File: config.mk
export PLATFORM = sky130hd
export DESIGN_NAME = spi_slave_rx_flat
export DESIGN_NICKNAME = d
export VERILOG_FILES = /design/src/rtl/spi_slave_rx_if.sv /design/src/rtl/spi_slave_rx.sv /design/src/flat_wrapper.sv
export SDC_FILE = /design/constraint.sdc
export NUM_CORES = 1
export LEC_CHECK = 0
export ABC_CLOCK_PERIOD_IN_PS = 4100
export BUFFER_PORTS_ARGS = -buffer_cell sky130_fd_sc_hd__buf_2
export CORE_ASPECT_RATIO = 0.7
export CORE_UTILIZATION = 30
export DETAILED_ROUTE_END_ITERATION = 16
export HOLD_SLACK_MARGIN = 0.02
export PLACE_DENSITY = 0.56
export SYNTH_ARGS = -nofsm -noshare
export SYNTH_HDL_FRONTEND = slang
export SYNTH_SLANG_ARGS = --single-unit
File: constraint.sdc
create_clock -name clk -period 4.1 [get_ports clk]
set_input_delay 0.205 -clock clk [delete_from_list [all_inputs] [get_ports clk]]
set_output_delay 0.205 -clock clk [all_outputs]
set_load 0.03 [all_outputs]
File: src/rtl/spi_slave_rx_if.sv
// Serial bus between an SPI master and the dual-lane frame receiver.
interface spi_slave_rx_if;
    logic SSEL;
    logic SCK;
    logic DATA_IN0;
    logic DATA_IN1;
    logic MISO;

    modport master (
        output SSEL,
        output SCK,
        output DATA_IN0,
        output DATA_IN1,
        input  MISO
    );

    modport slave (
        input  SSEL,
        input  SCK,
        input  DATA_IN0,
        input  DATA_IN1,
        output MISO
    );
endinterface

File: src/rtl/spi_slave_rx.sv
// Dual-lane SPI frame receiver: oversamples the bus on clk, deserialises two
// MSB-first words per frame and echoes tx_data back on MISO.
module spi_slave_rx #(
    parameter int DATA_WIDTH = 32,
    parameter int CNT_WIDTH  = 16
) (
    input  logic                  clk,
    input  logic                  reset,
    input  logic                  en,
    spi_slave_rx_if.slave         spi,
    input  logic [DATA_WIDTH-1:0] tx_data,
    output logic [DATA_WIDTH-1:0] rx_data0,
    output logic [DATA_WIDTH-1:0] rx_data1,
    output logic                  rx_valid,
    output logic                  frame_err,
    output logic [CNT_WIDTH-1:0]  frame_cnt
);

    localparam int BW = $clog2(DATA_WIDTH + 2);
    localparam logic [BW-1:0] BIT_FULL = BW'(DATA_WIDTH);
    localparam logic [BW-1:0] BIT_SAT  = BW'(DATA_WIDTH + 1);
    // Bit order inside the synchroniser vectors: {DATA_IN1, DATA_IN0, SCK, SSEL}
    localparam logic [3:0] SYNC_INIT = 4'b0001;

    typedef enum logic [1:0] {IDLE, ACTIVE, CHECK} state_t;

    logic [3:0] raw;
    logic [3:0] s1_reg;
    logic [3:0] s2_reg;
    logic [1:0] s3_reg;
    logic [1:0] rise;
    logic [1:0] fall;

    assign raw = {spi.DATA_IN1, spi.DATA_IN0, spi.SCK, spi.SSEL};

    always_ff @(posedge clk) begin
        if (!reset) begin
            s1_reg <= SYNC_INIT;
            s2_reg <= SYNC_INIT;
            s3_reg <= SYNC_INIT[1:0];
        end else begin
            s1_reg <= raw;
            s2_reg <= s1_reg;
            s3_reg <= s2_reg[1:0];
        end
    end

    // Only SSEL and SCK need edges; data lanes are read straight from s2 so
    // they line up with the SCK edge seen at the same stage.
    generate
        for (genvar gi = 0; gi < 2; gi++) begin : g_edge
            assign rise[gi] =  s2_reg[gi] & ~s3_reg[gi];
            assign fall[gi] = ~s2_reg[gi] &  s3_reg[gi];
        end
    endgenerate

    logic ssel_rise, ssel_fall, sck_rise, sck_fall;
    assign ssel_rise = rise[0];
    assign ssel_fall = fall[0];
    assign sck_rise  = rise[1];
    assign sck_fall  = fall[1];

    state_t                  state_reg;
    logic [BW-1:0]           bitcnt_reg;
    logic [DATA_WIDTH-1:0]   sh0_reg;
    logic [DATA_WIDTH-1:0]   sh1_reg;
    logic [DATA_WIDTH-2:0]   tx_sh_reg;
    logic                    miso_reg;
    logic [DATA_WIDTH-1:0]   rx_data0_reg;
    logic [DATA_WIDTH-1:0]   rx_data1_reg;
    logic                    rx_valid_reg;
    logic                    frame_err_reg;
    logic [CNT_WIDTH-1:0]    frame_cnt_reg;

    always_ff @(posedge clk) begin
        if (!reset) begin
            state_reg     <= IDLE;
            bitcnt_reg    <= '0;
            sh0_reg       <= '0;
            sh1_reg       <= '0;
            tx_sh_reg     <= '0;
            miso_reg      <= 1'b0;
            rx_data0_reg  <= '0;
            rx_data1_reg  <= '0;
            rx_valid_reg  <= 1'b0;
            frame_err_reg <= 1'b0;
            frame_cnt_reg <= '0;
        end else begin
            rx_valid_reg  <= 1'b0;
            frame_err_reg <= 1'b0;
            if (!en) begin
                state_reg <= IDLE;
                miso_reg  <= 1'b0;
            end else begin
                case (state_reg)
                    IDLE: begin
                        miso_reg <= 1'b0;
                        if (ssel_fall) begin
                            bitcnt_reg <= '0;
                            sh0_reg    <= '0;
                            sh1_reg    <= '0;
                            // MISO holds the current MSB; tx_sh_reg keeps the rest
                            miso_reg   <= tx_data[DATA_WIDTH-1];
                            tx_sh_reg  <= tx_data[DATA_WIDTH-2:0];
                            state_reg  <= ACTIVE;
                        end
                    end
                    ACTIVE: begin
                        if (ssel_rise) begin
                            miso_reg  <= 1'b0;
                            state_reg <= CHECK;
                        end else begin
                            if (sck_rise) begin
                                sh0_reg <= {sh0_reg[DATA_WIDTH-2:0], s2_reg[2]};
                                sh1_reg <= {sh1_reg[DATA_WIDTH-2:0], s2_reg[3]};
                                if (bitcnt_reg != BIT_SAT)
                                    bitcnt_reg <= bitcnt_reg + BW'(1);
                            end
                            if (sck_fall) begin
                                miso_reg  <= tx_sh_reg[DATA_WIDTH-2];
                                tx_sh_reg <= {tx_sh_reg[DATA_WIDTH-3:0], 1'b0};
                            end
                        end
                    end
                    CHECK: begin
                        state_reg <= IDLE;
                        if (bitcnt_reg == BIT_FULL) begin
                            rx_data0_reg  <= sh0_reg;
                            rx_data1_reg  <= sh1_reg;
                            rx_valid_reg  <= 1'b1;
                            frame_cnt_reg <= frame_cnt_reg + CNT_WIDTH'(1);
                        end else begin
                            frame_err_reg <= 1'b1;
                        end
                    end
                    default: state_reg <= IDLE;
                endcase
            end
        end
    end

    assign spi.MISO  = miso_reg;
    assign rx_data0  = rx_data0_reg;
    assign rx_data1  = rx_data1_reg;
    assign rx_valid  = rx_valid_reg;
    assign frame_err = frame_err_reg;
    assign frame_cnt = frame_cnt_reg;

endmodule
File: src/flat_wrapper.sv
// flat-port wrapper written by rule: the top's interface ports become plain ports
module spi_slave_rx_flat 
#(
    parameter int DATA_WIDTH = 32,
    parameter int CNT_WIDTH  = 16
)
  (clk, reset, en, tx_data, rx_data0, rx_data1, rx_valid, frame_err, frame_cnt, spi_SSEL, spi_SCK, spi_DATA_IN0, spi_DATA_IN1, spi_MISO);
  spi_slave_rx_if spi_i ();
  input  logic clk;
  input  logic reset;
  input  logic en;
  input  logic [DATA_WIDTH-1:0] tx_data;
  output logic [DATA_WIDTH-1:0] rx_data0;
  output logic [DATA_WIDTH-1:0] rx_data1;
  output logic rx_valid;
  output logic frame_err;
  output logic [CNT_WIDTH-1:0] frame_cnt;
  input wire logic [$bits(spi_i.SSEL)-1:0] spi_SSEL;
  input wire logic [$bits(spi_i.SCK)-1:0] spi_SCK;
  input wire logic [$bits(spi_i.DATA_IN0)-1:0] spi_DATA_IN0;
  input wire logic [$bits(spi_i.DATA_IN1)-1:0] spi_DATA_IN1;
  output wire logic [$bits(spi_i.MISO)-1:0] spi_MISO;
  assign spi_i.SSEL = spi_SSEL;
  assign spi_i.SCK = spi_SCK;
  assign spi_i.DATA_IN0 = spi_DATA_IN0;
  assign spi_i.DATA_IN1 = spi_DATA_IN1;
  assign spi_MISO = spi_i.MISO;
  spi_slave_rx #(.DATA_WIDTH(DATA_WIDTH), .CNT_WIDTH(CNT_WIDTH)) u_core (.clk(clk), .reset(reset), .en(en), .spi(spi_i), .tx_data(tx_data), .rx_data0(rx_data0), .rx_data1(rx_data1), .rx_valid(rx_valid), .frame_err(frame_err), .frame_cnt(frame_cnt));
endmodule
==> impl_summary.log, run 1 <==
[metrics] Clock Sinks: 196
[metrics] Hold WC Path Type: in2reg
[metrics] Layout area overhead: 20.9%
[metrics] part of the total power dissipated in combinational logic: 3.7%
[metrics] antenna-violating nets left: 0
[metrics] total routing resource utilization after global routing: 14.9%
[metrics] cts repair resizes: 0
[metrics] clock tree buffer depth: 2
[metrics] required time at the endpoint of the critical path: 4450 ps
[metrics] smallest setup slack after layout: 1630 ps
[metrics] RSZ-0062 raised after global routing: no
[metrics] router iterations before antenna repair: 4
[metrics] fraction of power spent switching nets: 23.2%
[metrics] timing endpoint of the critical path: u_core.sh1_reg[6]$_SDFFE_PN0P_
[metrics] clock latency at the later pin of the worst-skew pair: 440 ps
[metrics] Die H: 134 um
[metrics] mapped cell area: 7450 um^2
[metrics] mean number of vias per cell: 4.77
[metrics] setup slack at placement: 1600 ps
[metrics] synthesized netlist net count: 962
[metrics] Max Transition Viols Final: 0
[metrics] effective utilization at floorplan: 31.0%
[metrics] number of antenna violations at the first check in global routing: 0
[metrics] Final Net Count: 1052
[metrics] maximum fanout along the worst path: 50
[metrics] number of violations of the max-capacitance limit: 0
[metrics] final critical-path required period: 2470 ps
[metrics] status: completed
[metrics] slew margin rel.: 21.2%
[metrics] ys async rst share: 0%
[metrics] worst reg2reg startpoint: u_core.state_reg[0]$_SDFFE_PN0P_
[metrics] share of the cycle needed by the critical path after routing: 60.1%
[metrics] cell area after layout: 9010 um^2
[metrics] crit path kind: reg2reg
[metrics] count of endpoints failing setup in the final report: 0
[metrics] area of the placeable core: 24000 um^2
[metrics] number of rows created at floorplan: 47
[metrics] fraction of final layout cells with drive strength greater than 1: 16.5%
[metrics] Yosys warning total: 0
[metrics] power consumption: 3.76 mW
[metrics] number of cells on the worst reg-to-reg path: 5
[metrics] Final HPWL DP: 11600 um
[metrics] clock root buffer: sky130_fd_sc_hd__clkbuf_16
[metrics] #FFs+latches synth: 196
[metrics] horizontal die dimension: 190 um
[metrics] clock network fraction of total power: 45.0%
[metrics] maximum level of the CTS H-tree: 4
[metrics] number of clock buffers inserted by TritonCTS: 17
[metrics] Post-Route WL: 18700 um
[metrics] DRC violation total after the first TritonRoute iteration: 423
[metrics] Primary FF master, synth: sky130_fd_sc_hd__dfxtp_1
[metrics] Post-Synthesis Mean Instance Area: 8.11 um^2
[metrics] upper clock frequency limit: 406 MHz
[metrics] Wirelength per Cell: 13.9 um
[metrics] worst setup path startpoint: u_core.state_reg[0]$_SDFFE_PN0P_
[metrics] leakage: 3.26 nW
[metrics] capture instance of the worst register-to-register path: u_core.sh1_reg[6]$_SDFFE_PN0P_
[metrics] kind of launch point of the worst setup path: flip-flop
[metrics] clock transition at the register clock pins on the worst setup and hold paths after CTS: 80 ps
[metrics] diode insertion count for antenna repair: 0
[metrics] critical hold path startpoint: tx_data[20]
[metrics] DP Area: 8270 um^2
[metrics] Internal Dissipation: 2.89 mW
[metrics] pin count of the biggest net entering global routing: 141
[metrics] CTS tree: built
[metrics] # port buffers: 121
[metrics] internal reg-to-reg setup slack: 1630 ps
[metrics] Pwr per Cell Area: 417 nW/um^2
[metrics] crit path DAT: 2820 ps
[metrics] Post-route DRC: 0
[metrics] number of enable flip-flop cells after synthesis: 0
[metrics] via count of the first global-routing pass: 5893
[metrics] sequential fraction of the synthesis area: 52.7%
[metrics] worst supply voltage drop on vdd: 282 uV
[metrics] gp weighted congestion: 0.749
[metrics] Post-Route Skew: 16.0 ps
[metrics] Reg power frac: 51.4%
[metrics] synth unique cells: 44
[metrics] switching power summed over all nets: 0.872 mW
[metrics] sum of negative setup slack: 0 ps
[metrics] number of hold-slack violations in the final timing report: 0
[metrics] kind of end point of the critical path: flip-flop
[metrics] GRT Residual Overflow: 0
[metrics] area enclosed by the die boundary: 25500 um^2
[metrics] Tightest Pin Transition: 1180 ps
[metrics] wire length of the first global-routing pass: 30500 um
[metrics] Syn Inst Count: 919
[metrics] ports placed on the boundary: 122
[metrics] total via count in the routed design: 6394
[per-layer routing]
metal,vias to the layer above,track usage [%],share of wire (%)
met4,0,3.87,0.25
met3,2,4.21,4.0
li1,3322,-,-
met2,99,21.8,43
met5,-,0,0
met1,2971,21.4,53
[cell usage after synthesis (2+ instances only)]
cell	number	area, um^2
sky130_fd_sc_hd__o21ai_0	4	20.0
sky130_fd_sc_hd__nand2_1	269	1010
sky130_fd_sc_hd__and4_1	2	17.5
sky130_fd_sc_hd__o31ai_1	12	90.1
sky130_fd_sc_hd__a2111oi_0	2	17.5
sky130_fd_sc_hd__and2_1	11	68.8
sky130_fd_sc_hd__nand3_1	75	375
sky130_fd_sc_hd__buf_1	7	26.3
sky130_fd_sc_hd__nand4_1	3	18.8
sky130_fd_sc_hd__dfxtp_1	196	3920
sky130_fd_sc_hd__nor2_1	35	131
sky130_fd_sc_hd__o211ai_1	4	30.0
sky130_fd_sc_hd__ha_1	4	50.1
sky130_fd_sc_hd__or4_1	10	75.1
sky130_fd_sc_hd__a21oi_1	141	706
sky130_fd_sc_hd__a31oi_1	2	12.5
sky130_fd_sc_hd__mux2i_1	2	20.0
sky130_fd_sc_hd__a311oi_1	31	272
sky130_fd_sc_hd__clkbuf_1	51	191
sky130_fd_sc_hd__nand2b_1	10	62.6
sky130_fd_sc_hd__buf_2	15	75.1
sky130_fd_sc_hd__inv_1	8	30.0
sky130_fd_sc_hd__nor2b_1	4	25.0
[placed cells by master (no fill, tap or decap), types with 6 or more instances in the layout]
| cell type | Yosys | layout |
|---|---|---|
| sky130_fd_sc_hd__buf_2 | 15 | 121 |
| sky130_fd_sc_hd__and2_1 | 11 | 10 |
| sky130_fd_sc_hd__nand2b_1 | 10 | 10 |
| sky130_fd_sc_hd__or4_1 | 10 | 10 |
| sky130_fd_sc_hd__buf_4 | 0 | 7 |
| sky130_fd_sc_hd__dlygate4sd3_1 | 0 | 16 |
| sky130_fd_sc_hd__inv_6 | 0 | 6 |
| sky130_fd_sc_hd__nor2_1 | 35 | 35 |
| sky130_fd_sc_hd__a311oi_1 | 31 | 31 |
| sky130_fd_sc_hd__o31ai_1 | 12 | 12 |
| sky130_fd_sc_hd__a21oi_1 | 141 | 141 |
| sky130_fd_sc_hd__nand2_1 | 269 | 268 |
| sky130_fd_sc_hd__dfxtp_1 | 196 | 196 |
| sky130_fd_sc_hd__inv_1 | 8 | 7 |
| sky130_fd_sc_hd__nand3_1 | 75 | 75 |
| sky130_fd_sc_hd__clkbuf_16 | 0 | 17 |
[worst min path at each step]
stage | endpoint | slack (ps) | cells after the start
2_1_floorplan | u_core.s1_reg[0]$_SDFF_PN1_ | 310 | 1
3_3_place_gp | u_core.s1_reg[0]$_SDFF_PN1_ | 390 | 2
3_5_place_dp | u_core.s2_reg[0]$_SDFF_PN1_ | 390 | 1
4_1_cts | u_core.tx_sh_reg[26]$_SDFFE_PN0P_ | 20 | 3
5_1_grt | u_core.tx_sh_reg[8]$_SDFFE_PN0P_ | 20 | 3
6_report | u_core.tx_sh_reg[20]$_SDFFE_PN0P_ | 40 | 3
[critical path, stage by stage (launching register included)]
cell	delay (ps)
sky130_fd_sc_hd__dfxtp_1	540
sky130_fd_sc_hd__and2_1	270
sky130_fd_sc_hd__o221a_2	920
sky130_fd_sc_hd__buf_4	370
sky130_fd_sc_hd__nand3_1	110
sky130_fd_sc_hd__a21oi_1	140
[per-stage QoR]
step	instances	util, %	hold slack (ps)
finish	1340	37.5	38.7
global route	1340	37.5	23.5
CTS	1340	37.5	21.6
detailed placement	1292	34.5	393
global placement	1292	34.5	388
floorplan	919	-	306
[area by class of cell]
class | count | area, um^2
multi-input combinational | 641 | 3230
tap | 318 | 398
inverter | 8 | 35.0
clock buffer | 20 | 437
clock inverter | 12 | 145
sequential | 196 | 3920
fill | 2549 | 15000
timing repair buffer | 145 | 838
[power groups by stage]
stage	Clock, mW	Sequential, mW	Combinational [mW]
after floorplan	0	1.97	0.0860
after global placement	0	1.97	0.128
after detailed placement	0	1.97	0.128
after CTS	1.73	1.93	0.140
after global routing	1.82	1.93	0.154
final	1.69	1.93	0.138
[logic make-up after synthesis]
logic type	count (synthesis)	share of synthesized area [%]
compound gates	205	16.5
xor+xnor	2	0.235
fa+ha+maj	4	0.672
buf+inv	82	4.48
flops	196	52.7
mux	2	0.269
simple gates	428	25.1
[what timing repair did]
| item | 4_1_cts | 5_1_grt |
|---|---|---|
| buffers inserted | 0 | 0 |
| endpoints found under the hold margin | 16 | 0 |
| hold buffers | 16 | 0 |
Note: power is estimated with default switching activity, not from simulation.
==> inputs of run 2 (changes only) <==
--- a/config.mk
+++ b/config.mk
@@ -5,7 +5,7 @@
 export SDC_FILE = /design/constraint.sdc
 export NUM_CORES = 1
 export LEC_CHECK = 0
-export ABC_CLOCK_PERIOD_IN_PS = 4100
+export ABC_CLOCK_PERIOD_IN_PS = 2300
 export BUFFER_PORTS_ARGS = -buffer_cell sky130_fd_sc_hd__buf_2
 export CORE_ASPECT_RATIO = 0.7
 export CORE_UTILIZATION = 30
==> constraint.sdc (replaced) <==
create_clock -name clk -period 2.3 [get_ports clk]
set_input_delay 0.115 -clock clk [delete_from_list [all_inputs] [get_ports clk]]
set_output_delay 0.115 -clock clk [all_outputs]
set_load 0.03 [all_outputs]
==> impl_summary.log, run 2 (synthesized netlist as in run 1, its figures left out) <==
[metrics] setup slack at placement: 285 ps (was 1600 ps)
[metrics] kind of end point of the critical path: flip-flop (unchanged)
[metrics] Tightest Pin Transition: 674 ps (was 1180 ps)
[metrics] clock tree buffer depth: 2 (unchanged)
[metrics] gp weighted congestion: 0.721 (was 0.749)
[metrics] RSZ-0062 raised after global routing: no (unchanged)
[metrics] DRC violation total after the first TritonRoute iteration: 360 (was 423)
[metrics] share of the cycle needed by the critical path after routing: 87.9% (was 60.1%)
[metrics] sum of negative setup slack: 0 ps (unchanged)
[metrics] leakage: 3.45 nW (was 3.26 nW)
[metrics] routed length on met2: 8110 um (was 8030 um)
[metrics] DP Area: 8390 um^2 (was 8270 um^2)
[metrics] Post-route DRC: 0 (unchanged)
[metrics] status: completed (unchanged)
[metrics] area of the placeable core: 24000 um^2 (unchanged)
[metrics] number of buffers inserted to repair setup after CTS: 0 (unchanged)
[metrics] area enclosed by the die boundary: 25500 um^2 (unchanged)
[metrics] total routing resource utilization after global routing: 15.3% (was 14.9%)
[metrics] pin count of the biggest net entering global routing: 100 (was 141)
[metrics] effective utilization at floorplan: 31.0% (unchanged)
[metrics] Layout area overhead: 26.2% (was 20.9%)
[metrics] # port buffers: 121 (unchanged)
[metrics] most common cell after layout, fill and taps aside: sky130_fd_sc_hd__nand2_1 (unchanged)
[metrics] met1 layer wirelength in the final routing: 9950 um (was 9850 um)
[metrics] number of rows created at floorplan: 47 (unchanged)
[metrics] via count of the first global-routing pass: 5991 (was 5893)
[metrics] ports placed on the boundary: 122 (unchanged)
[metrics] crit path kind: reg2reg (unchanged)
[metrics] clock latency at the later pin of the worst-skew pair: 440 ps (about the same)
[metrics] worst supply voltage drop on vdd: 513 uV (was 282 uV)
[metrics] post-route insts no fill: 1369 (was 1340)
[metrics] maximum level of the CTS H-tree: 4 (unchanged)
[metrics] wire length of the first global-routing pass: 31300 um (was 30500 um)
[metrics] total via count in the routed design: 6593 (was 6394)
[metrics] # placed instances: 1300 (was 1292)
[metrics] Hold WC Path Type: in2reg (unchanged)
[metrics] Final HPWL DP: 11400 um (was 11600 um)
[metrics] number of violations of the max-capacitance limit: 0 (unchanged)
[metrics] GRT Residual Overflow: 0 (unchanged)
[metrics] WL met3: 807 um (was 745 um)
[metrics] number of antenna violations at the first check in global routing: 0 (unchanged)
[metrics] cell area after layout: 9400 um^2 (was 9010 um^2)
[metrics] fraction of final layout cells with drive strength greater than 1: 17.1% (was 16.5%)
[metrics] Max Transition Viols Final: 0 (unchanged)
[metrics] power consumption: 7.05 mW (was 3.76 mW)
[metrics] count of endpoints failing setup in the final report: 0 (unchanged)
[metrics] Pwr per Cell Area: 750 nW/um^2 (was 417 nW/um^2)
[metrics] upper clock frequency limit: 495 MHz (was 406 MHz)
[metrics] final critical-path required period: 2020 ps (was 2470 ps)
[metrics] router iterations before antenna repair: 5 (was 4)
[metrics] maximum fanout along the worst path: 21 (was 50)
[metrics] Die H: 134 um (unchanged)
[metrics] crit path DAT: 2390 ps (was 2820 ps)
[metrics] Post-Route Skew: 9.83 ps (was 16.0 ps)
[metrics] antenna-violating nets left: 0 (unchanged)
[metrics] top sig layer: met4 (unchanged)
[metrics] number of clock buffers inserted by TritonCTS: 17 (unchanged)
[metrics] Clock Sinks: 196 (unchanged)
[metrics] number of hold-slack violations in the final timing report: 0 (unchanged)
[metrics] commonest non-fill, non-tap cells in the layout: 268 x sky130_fd_sc_hd__nand2_1, 196 x sky130_fd_sc_hd__dfxtp_1, 141 x sky130_fd_sc_hd__a21oi_1 (unchanged)
[metrics] cts repair resizes: 0 (unchanged)
[metrics] smallest setup slack after layout: 278 ps (was 1630 ps)
[metrics] Final Net Count: 1081 (was 1052)
[metrics] required time at the endpoint of the critical path: 2670 ps (was 4450 ps)
[metrics] Post-Route WL: 19100 um (was 18700 um)
[metrics] kind of launch point of the worst setup path: flip-flop (unchanged)
[metrics] diode insertion count for antenna repair: 0 (unchanged)
[metrics] slew margin rel.: 53.9% (was 21.2%)
[metrics] CTS tree: built (unchanged)
[metrics] Wirelength per Cell: 13.9 um (about the same)
[metrics] clock transition at the register clock pins on the worst setup and hold paths after CTS: 80 ps (about the same)
[metrics] horizontal die dimension: 190 um (unchanged)
[metrics] clock root buffer: sky130_fd_sc_hd__clkbuf_16 (unchanged)
[metrics] mean number of vias per cell: 4.82 (was 4.77)
run 2: cell type report:
type                            instances  area (um^2)
Timing Repair Buffer                  174         1170
Fill cell                            2537        14600
Tap cell                              318          398
Multi-Input combinational cell        641         3230
Clock buffer                           17          425
Sequential cell                       196         3920
Clock inverter                         15          218
Inverter                                8         35.0
run 2: worst max-delay path, stage by stage (launching register included):
cell and delay [ps]:
sky130_fd_sc_hd__dfxtp_1 360, sky130_fd_sc_hd__nor4b_4 340, sky130_fd_sc_hd__nand4_2 450, sky130_fd_sc_hd__buf_4 310, sky130_fd_sc_hd__or3_1 340, sky130_fd_sc_hd__a21oi_1 150
run 2: path summary, 6_finish.rpt:
check / depth (start not counted) / slack (ps) / startpoint / end
max reg2reg: 5 / 280 / u_core.bitcnt_reg[2]$_SDFFE_PN0P_ / u_core.frame_cnt[3]$_SDFFE_PN0P_
min: 3 / 60 / en / u_core.tx_sh_reg[0]$_SDFFE_PN0P_
max: 5 / 280 / u_core.bitcnt_reg[2]$_SDFFE_PN0P_ / u_core.frame_cnt[3]$_SDFFE_PN0P_
min reg2reg: 1 / 420 / u_core.s1_reg[0]$_SDFF_PN1_ / u_core.s2_reg[0]$_SDFF_PN1_
run 2: repair_timing:
item	4_1_cts	5_1_grt
endpoints found under the hold margin	37	0
hold buffers	37	0
setup endpoints to repair	0	0
run 2: report_power, final:
part           internal (mW)  switching, mW  total (mW)
combinational          0.122          0.169       0.290
clock                   1.86           1.46        3.32
sequential              3.42         0.0174        3.44
run 2: routing by layer:
metal	track usage, %	vias to the layer above
li1	-	3384
met1	22.2	3081
met2	22.3	116
met3	3.85	12
met4	4.31	0
met5	0	-
run 2: per-stage QoR:
step                      hold slack, ps  util (%)
after CTS                           36.2      39.2
final                               56.2      39.2
after global placement               297      35.0
after detailed placement             302      35.0
after floorplan                      216         -
after global routing                85.0      39.2
==> inputs of run 3 (changes only) <==
--- a/config.mk
+++ b/config.mk
@@ -11,7 +11,7 @@
 export CORE_UTILIZATION = 30
 export DETAILED_ROUTE_END_ITERATION = 16
 export HOLD_SLACK_MARGIN = 0.02
-export PLACE_DENSITY = 0.56
+export PLACE_DENSITY_LB_ADDON = 0.15
 export SYNTH_ARGS = -nofsm -noshare
 export SYNTH_HDL_FRONTEND = slang
 export SYNTH_SLANG_ARGS = --single-unit
==> impl_summary.log, run 3 (synthesized netlist as in run 1, its figures left out) <==
[metrics] CP delay by family, top: simple AND/OR/NAND/NOR gates (unchanged)
[metrics] maximum level of the CTS H-tree: 4 (unchanged)
[metrics] biggest cell delay along the critical path: 640 ps (was 450 ps)
[metrics] number of clock buffers inserted by TritonCTS: 17 (unchanged)
[metrics] crit path kind: reg2reg (unchanged)
[metrics] number of buffers inserted to repair setup after CTS: 0 (unchanged)
[metrics] Post-route DRC: 0 (unchanged)
[metrics] total via count in the routed design: 6608 (was 6593)
[metrics] area enclosed by the die boundary: 25500 um^2 (unchanged)
[metrics] # port buffers: 121 (unchanged)
[metrics] DP Area: 8450 um^2 (was 8390 um^2)
[metrics] effective utilization at floorplan: 31.0% (unchanged)
[metrics] Layout area overhead: 26.5% (was 26.2%)
[metrics] Hold WC Path Type: in2reg (unchanged)
[metrics] Final HPWL DP: 12200 um (was 11400 um)
[metrics] commonest non-fill, non-tap cells in the layout: 268 x sky130_fd_sc_hd__nand2_1, 196 x sky130_fd_sc_hd__dfxtp_1, 141 x sky130_fd_sc_hd__a21oi_1 (unchanged)
[metrics] mean number of vias per cell: 4.82 (about the same)
[metrics] area of the placeable core: 24000 um^2 (unchanged)
[metrics] upper clock frequency limit: 489 MHz (was 495 MHz)
[metrics] count of endpoints failing setup in the final report: 0 (unchanged)
[metrics] diode insertion count for antenna repair: 0 (unchanged)
[metrics] number of violations of the max-capacitance limit: 0 (unchanged)
[metrics] Wirelength per Cell: 14.4 um (was 13.9 um)
[metrics] standard cell with the maximum stage delay on the critical path: sky130_fd_sc_hd__or4_1 (was sky130_fd_sc_hd__nand4_2)
[metrics] CTS tree: built (unchanged)
[metrics] RSZ-0062 raised after global routing: no (unchanged)
[metrics] worst-path cell chain: nor4b_4, nand4_2, or4_1, a21oi_1 (was nor4b_4, nand4_2, buf_4, or3_1, a21oi_1)
[metrics] cts repair resizes: 0 (unchanged)
[metrics] antenna-violating nets left: 0 (unchanged)
[metrics] GRT Residual Overflow: 0 (unchanged)
[metrics] pin count of the biggest net entering global routing: 69 (was 100)
[metrics] final cell utilization of the core: 39.3% (was 39.2%)
[metrics] number of antenna violations at the first check in global routing: 0 (unchanged)
[metrics] total routing resource utilization after global routing: 15.8% (was 15.3%)
[metrics] fraction of final layout cells with drive strength greater than 1: 17.2% (was 17.1%)
[metrics] leakage: 3.46 nW (was 3.45 nW)
[metrics] crit path DAT: 2410 ps (was 2390 ps)
[metrics] wire length of the first global-routing pass: 32000 um (was 31300 um)
[metrics] kind of end point of the critical path: flip-flop (unchanged)
[metrics] sum of negative setup slack: 0 ps (unchanged)
[metrics] Clock Sinks: 196 (unchanged)
[metrics] Die H: 134 um (unchanged)
[metrics] clock tree buffer depth: 2 (unchanged)
[metrics] Post-Route WL: 19700 um (was 19100 um)
[metrics] number of rows created at floorplan: 47 (unchanged)
[metrics] final critical-path required period: 2050 ps (was 2020 ps)
[metrics] via count of the first global-routing pass: 6016 (was 5991)
[metrics] Post-Route Skew: 8.21 ps (was 9.83 ps)
[metrics] Tightest Pin Transition: 712 ps (was 674 ps)
[metrics] cell area after layout: 9430 um^2 (was 9400 um^2)
[metrics] slew margin rel.: 51.3% (was 53.9%)
[metrics] worst supply voltage drop on vdd: 504 uV (was 513 uV)
[metrics] ports placed on the boundary: 122 (unchanged)
[metrics] status: completed (unchanged)
[metrics] Final Net Count: 1082 (was 1081)
[metrics] required time at the endpoint of the critical path: 2660 ps (was 2670 ps)
[metrics] Max Transition Viols Final: 0 (unchanged)
[metrics] DRC violation total after the first TritonRoute iteration: 446 (was 360)
[metrics] clock root buffer: sky130_fd_sc_hd__clkbuf_16 (unchanged)
[metrics] number of hold-slack violations in the final timing report: 0 (unchanged)
[metrics] kind of launch point of the worst setup path: flip-flop (unchanged)
[metrics] share of the cycle needed by the critical path after routing: 89.0% (was 87.9%)
[metrics] horizontal die dimension: 190 um (unchanged)
[metrics] clock transition at the register clock pins on the worst setup and hold paths after CTS: 70 ps (was 80 ps)
[metrics] maximum fanout along the worst path: 22 (was 21)
[metrics] crit path buf inv count: 0 (was 1)
[metrics] gp weighted congestion: 0.728 (was 0.721)
[metrics] clock latency at the later pin of the worst-skew pair: 440 ps (about the same)
[metrics] router iterations before antenna repair: 5 (unchanged)
[metrics] most common cell after layout, fill and taps aside: sky130_fd_sc_hd__nand2_1 (unchanged)
[metrics] Pwr per Cell Area: 727 nW/um^2 (was 750 nW/um^2)
-- run 3: changes by cell type in the layout (fill, tap and decap cells not counted), sizes merged --
cell / delta
buf: +2
clkinv: +4
clkbuf: +3
bufinv: -1
inv: -6
dlygate4sd3: -1
-- run 3: power by group --
group | switching, mW | total (mW) | internal, mW
Clock | 1.34 | 3.12 | 1.77
Sequential | 0.0168 | 3.44 | 3.42
Combinational | 0.169 | 0.295 | 0.126
-- run 3: path summary, 6_finish.rpt --
path	to	cells past startpoint	slack [ps]	from
setup / recovery	u_core.frame_cnt[5]$_SDFFE_PN0P_	4	250	u_core.bitcnt_reg[2]$_SDFFE_PN0P_
hold / removal	u_core.tx_sh_reg[0]$_SDFFE_PN0P_	3	60	en
setup reg to reg	u_core.frame_cnt[5]$_SDFFE_PN0P_	4	250	u_core.bitcnt_reg[2]$_SDFFE_PN0P_
hold reg to reg	u_core.s2_reg[0]$_SDFF_PN1_	1	410	u_core.s1_reg[0]$_SDFF_PN1_
-- run 3: timing repair --
item / 4_1_cts / 5_1_grt
hold buffers: 36 / 0
hold endpoints to repair: 36 / 0
endpoints found under the setup margin: 0 / 0
-- run 3: cell type report --
type	count	area [um^2]
Multi-Input combinational cell	641	3230
Fill cell	2546	14600
Sequential cell	196	3920
Inverter	8	35.0
Timing Repair Buffer	175	1230
Clock inverter	12	154
Clock buffer	20	457
Tap cell	318	398
-- run 3: metrics by stage --
| step | worst slack [ps] | std cells | total power, mW | hold WS [ps] |
|---|---|---|---|---|
| floorplan | 561 | 919 | 3.67 | 216 |
| global placement | 299 | 1302 | 3.77 | 299 |
| detailed placement | 262 | 1302 | 3.77 | 299 |
| CTS | 236 | 1370 | 6.95 | 45.0 |
| global route | 88.0 | 1370 | 7.13 | 68.2 |
| finish | 254 | 1370 | 6.85 | 62.5 |
-- run 3: worst register-to-register path: cells and delay by family, from the launching register on --
family / cells / cell delay [ps]
simple gates: 3 / 1460
flops: 1 / 370
compound gates: 1 / 150
-- run 3: metal layers --
metal / part of all wire, % / GRT usage, % / routed length [um] / up-vias
met5: 0 / 0 / 0 / -
met4: 0.92 / 4.67 / 180 / 0
met3: 4.8 / 3.85 / 936 / 9
met2: 43 / 22.9 / 8360 / 130
met1: 52 / 22.9 / 10200 / 3079
li1: - / - / - / 3390
